==> config.mk <==
export PLATFORM = sky130hd
export DESIGN_NAME = wb_stage
export DESIGN_NICKNAME = d
export VERILOG_FILES = /design/src/rtl/wb_stage.sv
export SDC_FILE = /design/constraint.sdc
export NUM_CORES = 1
export LEC_CHECK = 0
export ABC_AREA = 0
export BUFFER_PORTS_ARGS = -buffer_cell sky130_fd_sc_hd__buf_2
export CAP_MARGIN = 20
export CORE_UTILIZATION = 48
export DETAILED_ROUTE_END_ITERATION = 8
export PLACE_DENSITY = 0.93
export SLEW_MARGIN = 20
export SYNTH_ARGS = -nofsm -noshare
export SYNTH_HDL_FRONTEND = slang
export SYNTH_SLANG_ARGS = --single-unit
==> constraint.sdc <==
create_clock -name clk_i -period 2.3 [get_ports clk_i]
set_clock_uncertainty 0.1 [all_clocks]
set_input_delay 0.115 -clock clk_i [delete_from_list [all_inputs] [get_ports clk_i]]
set_output_delay 0.115 -clock clk_i [all_outputs]
set_load 0.01 [all_outputs]
==> src/rtl/wb_stage.sv <==
// wb_stage: registered, handshaked write-back stage feeding one register-file write port.
// Define WB_MISALIGN_CHECK_EN to add misalign_o and reject misaligned loads at accept.
//
// state    | meaning
// IDLE     | accepting; non-load results retire the following cycle
// WAIT_MEM | load accepted, waiting for mem_rvalid_i
// DRAIN    | load flushed, discarding its pending response
module wb_stage #(
  parameter int DATA_WIDTH = 32,
  parameter int REG_ADDR_W = 5,
  parameter int PC_INC     = 4,
  parameter int LSB_W      = $clog2(DATA_WIDTH/8)
) (
  input  logic                  clk_i,
  input  logic                  rst_ni,
  input  logic                  valid_i,
  output logic                  ready_o,
  input  logic                  flush_i,
  input  logic [1:0]            result_src_i,
  input  logic [DATA_WIDTH-1:0] alu_result_i,
  input  logic [DATA_WIDTH-1:0] pc_i,
  input  logic [DATA_WIDTH-1:0] csr_rdata_i,
  input  logic [REG_ADDR_W-1:0] rd_addr_i,
  input  logic                  rd_we_i,
  input  logic [2:0]            load_funct3_i,
  input  logic [LSB_W-1:0]      addr_lsb_i,
  input  logic                  mem_rvalid_i,
  input  logic [DATA_WIDTH-1:0] mem_rdata_i,
  output logic                  rf_we_o,
  output logic [REG_ADDR_W-1:0] rf_waddr_o,
  output logic [DATA_WIDTH-1:0] rf_wdata_o,
  output logic                  busy_o
`ifdef WB_MISALIGN_CHECK_EN
  ,
  output logic                  misalign_o
`endif
);

  typedef enum logic [1:0] {IDLE, WAIT_MEM, DRAIN} state_t;

  localparam logic [1:0] SRC_MEM = 2'b01;

  state_t                  state;
  logic [REG_ADDR_W-1:0]   ld_rd;
  logic                    ld_we;
  logic [2:0]              ld_f3;
  logic [LSB_W-1:0]        ld_lsb;
  logic                    accept;
  logic [DATA_WIDTH-1:0]   sel_data;
  logic [DATA_WIDTH-1:0]   load_data;

  // Lanes shifted in from above the word read as zero; on a 32-bit datapath LW/LWU/LD collapse to the full word.
  function automatic logic [DATA_WIDTH-1:0] extract(input logic [2:0] f3,
                                                    input logic [LSB_W-1:0] lsb,
                                                    input logic [DATA_WIDTH-1:0] raw);
    logic [DATA_WIDTH-1:0] sh;
    sh = raw >> {lsb, 3'b000};
    case (f3)
      3'b000:  return DATA_WIDTH'($signed(sh[7:0]));
      3'b001:  return DATA_WIDTH'($signed(sh[15:0]));
      3'b010:  return DATA_WIDTH'($signed(sh[31:0]));
      3'b100:  return DATA_WIDTH'(sh[7:0]);
      3'b101:  return DATA_WIDTH'(sh[15:0]);
      3'b110:  return DATA_WIDTH'(sh[31:0]);
      default: return sh;
    endcase
  endfunction

`ifdef WB_MISALIGN_CHECK_EN
  function automatic logic is_misaligned(input logic [2:0] f3, input logic [LSB_W-1:0] lsb);
    case (f3)
      3'b000, 3'b100: return 1'b0;
      3'b001, 3'b101: return lsb[0];
      3'b010, 3'b110: return lsb[1:0] != 2'b00;
      default:        return lsb != '0;
    endcase
  endfunction
`endif

  assign ready_o   = (state == IDLE);
  assign busy_o    = (state != IDLE);
  assign accept    = valid_i & ready_o & ~flush_i;
  assign load_data = extract(ld_f3, ld_lsb, mem_rdata_i);

  always_comb begin
    sel_data = alu_result_i;
    case (result_src_i)
      2'b10:   sel_data = pc_i + DATA_WIDTH'(PC_INC);
      2'b11:   sel_data = csr_rdata_i;
      default: sel_data = alu_result_i;
    endcase
  end

  always_ff @(posedge clk_i or negedge rst_ni) begin
    if (!rst_ni) begin
      state      <= IDLE;
      rf_we_o    <= 1'b0;
      rf_waddr_o <= '0;
      rf_wdata_o <= '0;
      ld_rd      <= '0;
      ld_we      <= 1'b0;
      ld_f3      <= '0;
      ld_lsb     <= '0;
`ifdef WB_MISALIGN_CHECK_EN
      misalign_o <= 1'b0;
`endif
    end else begin
      rf_we_o <= 1'b0;
`ifdef WB_MISALIGN_CHECK_EN
      misalign_o <= 1'b0;
`endif
      case (state)
        IDLE: begin
          if (accept) begin
            if (result_src_i != SRC_MEM) begin
              // Address/data only move on a real write so they hold otherwise.
              if (rd_we_i && (rd_addr_i != '0)) begin
                rf_we_o    <= 1'b1;
                rf_waddr_o <= rd_addr_i;
                rf_wdata_o <= sel_data;
              end
            end else begin
              ld_rd  <= rd_addr_i;
              ld_we  <= rd_we_i;
              ld_f3  <= load_funct3_i;
              ld_lsb <= addr_lsb_i;
`ifdef WB_MISALIGN_CHECK_EN
              if (is_misaligned(load_funct3_i, addr_lsb_i)) misalign_o <= 1'b1;
              else                                          state      <= WAIT_MEM;
`else
              state <= WAIT_MEM;
`endif
            end
          end
        end
        WAIT_MEM: begin
          if (mem_rvalid_i) begin
            if (!flush_i && ld_we && (ld_rd != '0)) begin
              rf_we_o    <= 1'b1;
              rf_waddr_o <= ld_rd;
              rf_wdata_o <= load_data;
            end
            state <= IDLE;
          end else if (flush_i) begin
            state <= DRAIN;
          end
        end
        DRAIN: begin
          if (mem_rvalid_i) state <= IDLE;
        end
        default: state <= IDLE;
      endcase
    end
  end

endmodule

---- Word level (Yosys, flattened, before mapping) ----
Index checks and enable logic that the tools add are counted.
word-level totals
  flip-flop bits (word level) ............. 51
  output and inout port bits .............. 40
  logic and storage cells ................. 69
operators by class
  $add $sub $neg .......................... 1
  eq/ne operators ......................... 16
  shift operators ......................... 1
  mux-type cells .......................... 26
  bitwise operators ....................... 4
  reductions and logical operators ........ 13
operators by type and width
  kind                     number
  $mux W32                 5
  $pmux W32 S2             2
  $pmux W32 S4             1
  $add A32 B3 Y32 const B  1
  $shr A32 B5 Y32          1
  $mux W5                  5
  $mux W2                  5
  $pmux W5 S2              1
  $reduce_bool A5 Y1       2
  $ne A2 B1 Y1 const B     4
  $ne A2 B2 Y1 const B     4
  $eq A2 B2 Y1 const B     3
  $eq A3 B3 Y1 const B     2
  $pmux W2 S3              1
  $reduce_and A6 Y1        1
  $mux W1                  5
  $reduce_and A4 Y1        1
  $reduce_bool A2 Y1       2
  $eq A3 B1 Y1 const B     1
  $logic_and A1 B1 Y1      3
  $logic_not A3 Y1         1
  $ne A3 B3 Y1 const B     1
  $reduce_and A3 Y1        1
  $and A1 B1 Y1            2
  5 further kinds          6

---- Logic depth before layout (Yosys ltp) ----
  depth after elaboration ................. 6
  mapped depth ............................ 9
  mapped depth without buffers ............ 6

---- Worst setup path before layout ----
OpenSTA, ideal clock, no wires.
  kind .................................... register -> register
  start point ............................. register state[0]
  end point ............................... register rf_wdata_o[20]
  library setup time ...................... 0.123 ns
  arrival time ............................ 1.860 ns
  data required time ...................... 2.077 ns
  setup slack ............................. 0.217 ns
  cell stages (with the launch flop) ...... 9
  path buffers ............................ 2
  cell sequence ........................... dfrtp_1 > nor4b_2 > o2111ai_4 > and2_0 > buf_2 > inv_2 > buf_2 > o21ai_0 > o221a_2
between the ends
  word-level cells in the longest chain between the ends .. 5
  elaborated cells between the ends (all ways) .. 12
  classes of those cells .................. 6 x eq/ne; 1 x mux; 2 x bitwise; 3 x reduce/logical
RTL lines
  element                      line     RTL
  from (decl)                  43       state_t state;
  from (signal assigned)       96       state <= IDLE;
  from (signal assigned)       131      state <= WAIT_MEM;
  from (signal assigned)       143      state <= IDLE;
  $logic_not A2 Y1             80, 112
  $and A1 B1 Y1 (2 in a row)   82       assign accept = valid_i & ready_o & ~flush_i;
  $ne A2 B1 Y1 (no line)       -
  $reduce_and A6 Y1 (no line)  -
  to (signal assigned)         120      rf_wdata_o <= sel_data;
  to (signal assigned)         141      rf_wdata_o <= load_data;
  to (decl)                    31       output logic [DATA_WIDTH-1:0] rf_wdata_o,
Parallel ways exist; a longest one is shown, timed or not.
A chain may end at the register's enable or synchronous reset.

---- Worst setup path in the final report ----
  start point ............................. input port rd_addr_i[3]
  end point ............................... register rf_wdata_o[16]
between the ends
  word-level cells in the longest chain between the ends .. 4
RTL lines
  element                      line  RTL
  from (decl)                  23    input logic [REG_ADDR_W-1:0] rd_addr_i,
  $reduce_bool A5 Y1           117   if (rd_we_i && (rd_addr_i != '0)) begin
  $logic_and A1 B1 Y1          117
  $ne A2 B1 Y1 (no line)       -
  $reduce_and A6 Y1 (no line)  -
No other way between the ends.

==> impl_metrics.json <==
{
  "path_cells": "dlygate4sd3_1, buf_2, or4_4, o2111ai_4, and2_2, inv_4, nand2b_1, o221a_2",
  "io_pins": 186,
  "finalCritPeriodShare_pct": 94.9,
  "syn_area_mm2": 0.00399,
  "gp_congestion": 1.03,
  "grt_max_degree": 31,
  "fmax_mhz": 458,
  "p_seq_share_pct": 39.5,
  "cts_sinks": 51,
  "power.internal_mw": 2.08,
  "mostFrequentLayoutCell": "buf_2",
  "end_kind": "flop",
  "core-area_mm2": 0.00789,
  "cts-root-buf": "clkbuf_8",
  "max_slew_margin_pct": 54.7,
  "p_sw_mw": 1.25,
  "nFillCells": 622,
  "cp.required_ns": 2.45,
  "maxCapViolations": 0,
  "synth-seq-cells": 51,
  "layout_common_cells": "buf_2, dfrtp_1, nand2_1",
  "cts_tree": "built",
  "layout_min_cycle_time_ns": 2.18,
  "synth_edf_count": 0,
  "max_stage_delay_ns": 0.54,
  "finalHoldViolCount": 0,
  "critPathMaxFanout": 25,
  "num_antenna_cells": 0,
  "hpwl_um": 11400,
  "start_util_pct": 50.6,
  "synthArstFlopShare_pct": 100,
  "post-route-util_pct": 67.7,
  "whs_ns": 0.00361,
  "drt_iter0_drc": 408,
  "die_x_um": 93.2,
  "start_kind": "input port",
  "grt_pass1_vias": 4519,
  "finalWorstSetupSlack_ns": 0.118,
  "synthesis.nets": 614,
  "worst_slew_pin_slew_ns": 0.678,
  "synth_cell_types": 59,
  "tns_ns": 0,
  "htree_levels": 2,
  "yosysWarnings": 0,
  "status": "finished, final reports clean",
  "finalMaxSlewViolations": 0,
  "ff2ff_path_depth": 7,
  "first_pass_iters": 5,
  "leakagePower_nw": 2.35,
  "post-route-drc-count": 0,
  "worst-setup-path-type": "in -> reg",
  "dp_cells": 738,
  "grtUsageTotal_pct": 34.5,
  "setup_viol": 0,
  "synthCells": 467,
  "areaGrowthSynthToFinish_pct": 33.7,
  "fin_cells": 759,
  "holdPathStages": 3,
  "die_y_um": 93.2,
  "irDropWorstVdd_uv": 332,
  "cts_made_buffers": 5,
  "yosysSeqAreaShare_pct": 32.0,
  "die_area_mm2": 0.00869,
  "drt-total-wl_um": 14800,
  "arrival_ns": 2.34,
  "synth_ff_type": "dfrtp_1",
  "nNetsFinal": 803,
  "clk_path_buf_depth": 2,
  "post_drt_wl_per_cell_um": 19.5,
  "comb_power_share_pct": 41.0,
  "drive_gt1_share_pct": 38.8,
  "hold_path.class": "in -> reg",
  "portBuffers": 185,
  "vias": 4851,
  "rows": 32,
  "grt-ovfl-total": 0,
  "clk_pin_slew_worst_paths_ns": 0.10,
  "rsz0062_at_grt": "yes",
  "pre_cts_slack_ns": 0.0625,
  "switching_share_pct": 37.4,
  "power_density_mw_per_mm2": 623,
  "worstSkewPairLatency_ns": 0.31,
  "crit_path_top_delay_cell": "dlygate4sd3_1",
  "syn_avg_cell_area_um2": 8.55,
  "antenna_found_initial": 0,
  "grt_pass1_wl_um": 23200,
  "clockPowerShare_pct": 19.5,
  "ant_nets": 0,
  "via_per_inst": 6.39
}
==> cells in the mapped netlist, types with 5 or more instances <==
library cell	count	share of area (%)
nand3_1	22	2.8
buf_1	5	0.47
a221o_1	6	1.5
a211oi_1	24	4.5
o211ai_1	13	2.4
nand2b_1	6	0.94
a31oi_1	9	1.4
nand2_1	43	4.0
o21ai_0	20	2.5
mux2i_1	20	5.0
xnor2_1	6	1.3
clkbuf_1	24	2.3
buf_2	9	1.1
nor4_1	9	1.4
o31ai_1	7	1.3
nand4_1	5	0.78
mux2_2	14	3.9
a21oi_1	23	2.9
o221a_2	8	2.3
a221oi_1	16	3.5
inv_1	6	0.56
dfrtp_1	51	32
nor2b_1	9	1.4
or4_1	7	1.3
nor3_1	13	1.6
nor2_1	37	3.5
==> flip-flops by register name, summed over array words and instances, names as in the netlist <==
name,count
ld_f3,3
ld_lsb,2
ld_rd,5
ld_we,1
rf_waddr_o,5
rf_wdata_o,32
rf_we_o,1
state,2
==> path summary, 6_finish.rpt <==
check                            endpoint  slack [ns]           start
hold reg to reg            rf_wdata_o[13]        0.39  rf_wdata_o[13]
hold / removal              rf_waddr_o[0]       0.004    rd_addr_i[0]
setup / recovery           rf_wdata_o[16]        0.12    rd_addr_i[3]
max in group asynchronous  rf_wdata_o[11]        1.23          rst_ni
min in group asynchronous  rf_wdata_o[30]        0.25          rst_ni
setup reg to reg           rf_wdata_o[16]        0.12        state[1]
==> worst max-delay path, delay by kind of cell <==
kind,cells,cell delay [ns]
compound gates,2,0.46
buf+inv,3,0.80
simple gates,3,0.95
==> layer usage <==
metal	GRT usage, %	part of all wire, %	up-vias
li1	-	-	2184
met1	46.6	41	2291
met2	56.0	47	327
met3	4.96	9.0	49
met4	13.2	3.5	0
met5	0	0	-
==> kinds of logic after synthesis <==
logic type      share of synthesized area [%]
buf+inv                                  5.26
fa+ha+maj                               0.313
compound gates                           28.6
simple gates                             21.6
mux                                      10.1
xor+xnor                                 2.19
flops                                    32.0
==> layout make-up <==
| class | instances | area (um^2) | area share (%) |
|---|---|---|---|
| timing repair buffer | 223 | 1270 | 23.8 |
| multi-input combinational | 368 | 2520 | 47.2 |
| clock inverter | 3 | 46.3 | 0.867 |
| clock buffer | 5 | 68.8 | 1.29 |
| inverter | 7 | 28.8 | 0.539 |
| sequential | 51 | 1280 | 23.9 |
| tap | 102 | 128 | 2.39 |
==> stage by stage <==
stage          total power [mW]  area (um^2)
4_1_cts                    3.28         5310
3_3_place_gp               2.58         5070
2_1_floorplan              2.04         3990
5_1_grt                    3.51         5340
3_5_place_dp               2.63         5070
6_report                   3.33         5340
==> what timing repair did <==
item	CTS	global route
hold buffers	13	0
gates resized for setup	0	10
endpoints found under the hold margin	42	0
setup endpoints to repair	0	26
buffers inserted	0	0
==> power by group through the flow <==
stage / combinational [mW] / sequential (mW) / clock [mW]
floorplan: 0.683 / 1.35 / 0
global placement: 1.27 / 1.31 / 0
detailed placement: 1.31 / 1.32 / 0
CTS: 1.34 / 1.31 / 0.643
global route: 1.48 / 1.34 / 0.691
finish: 1.36 / 1.32 / 0.649
Power figures use the tool's default switching activity.
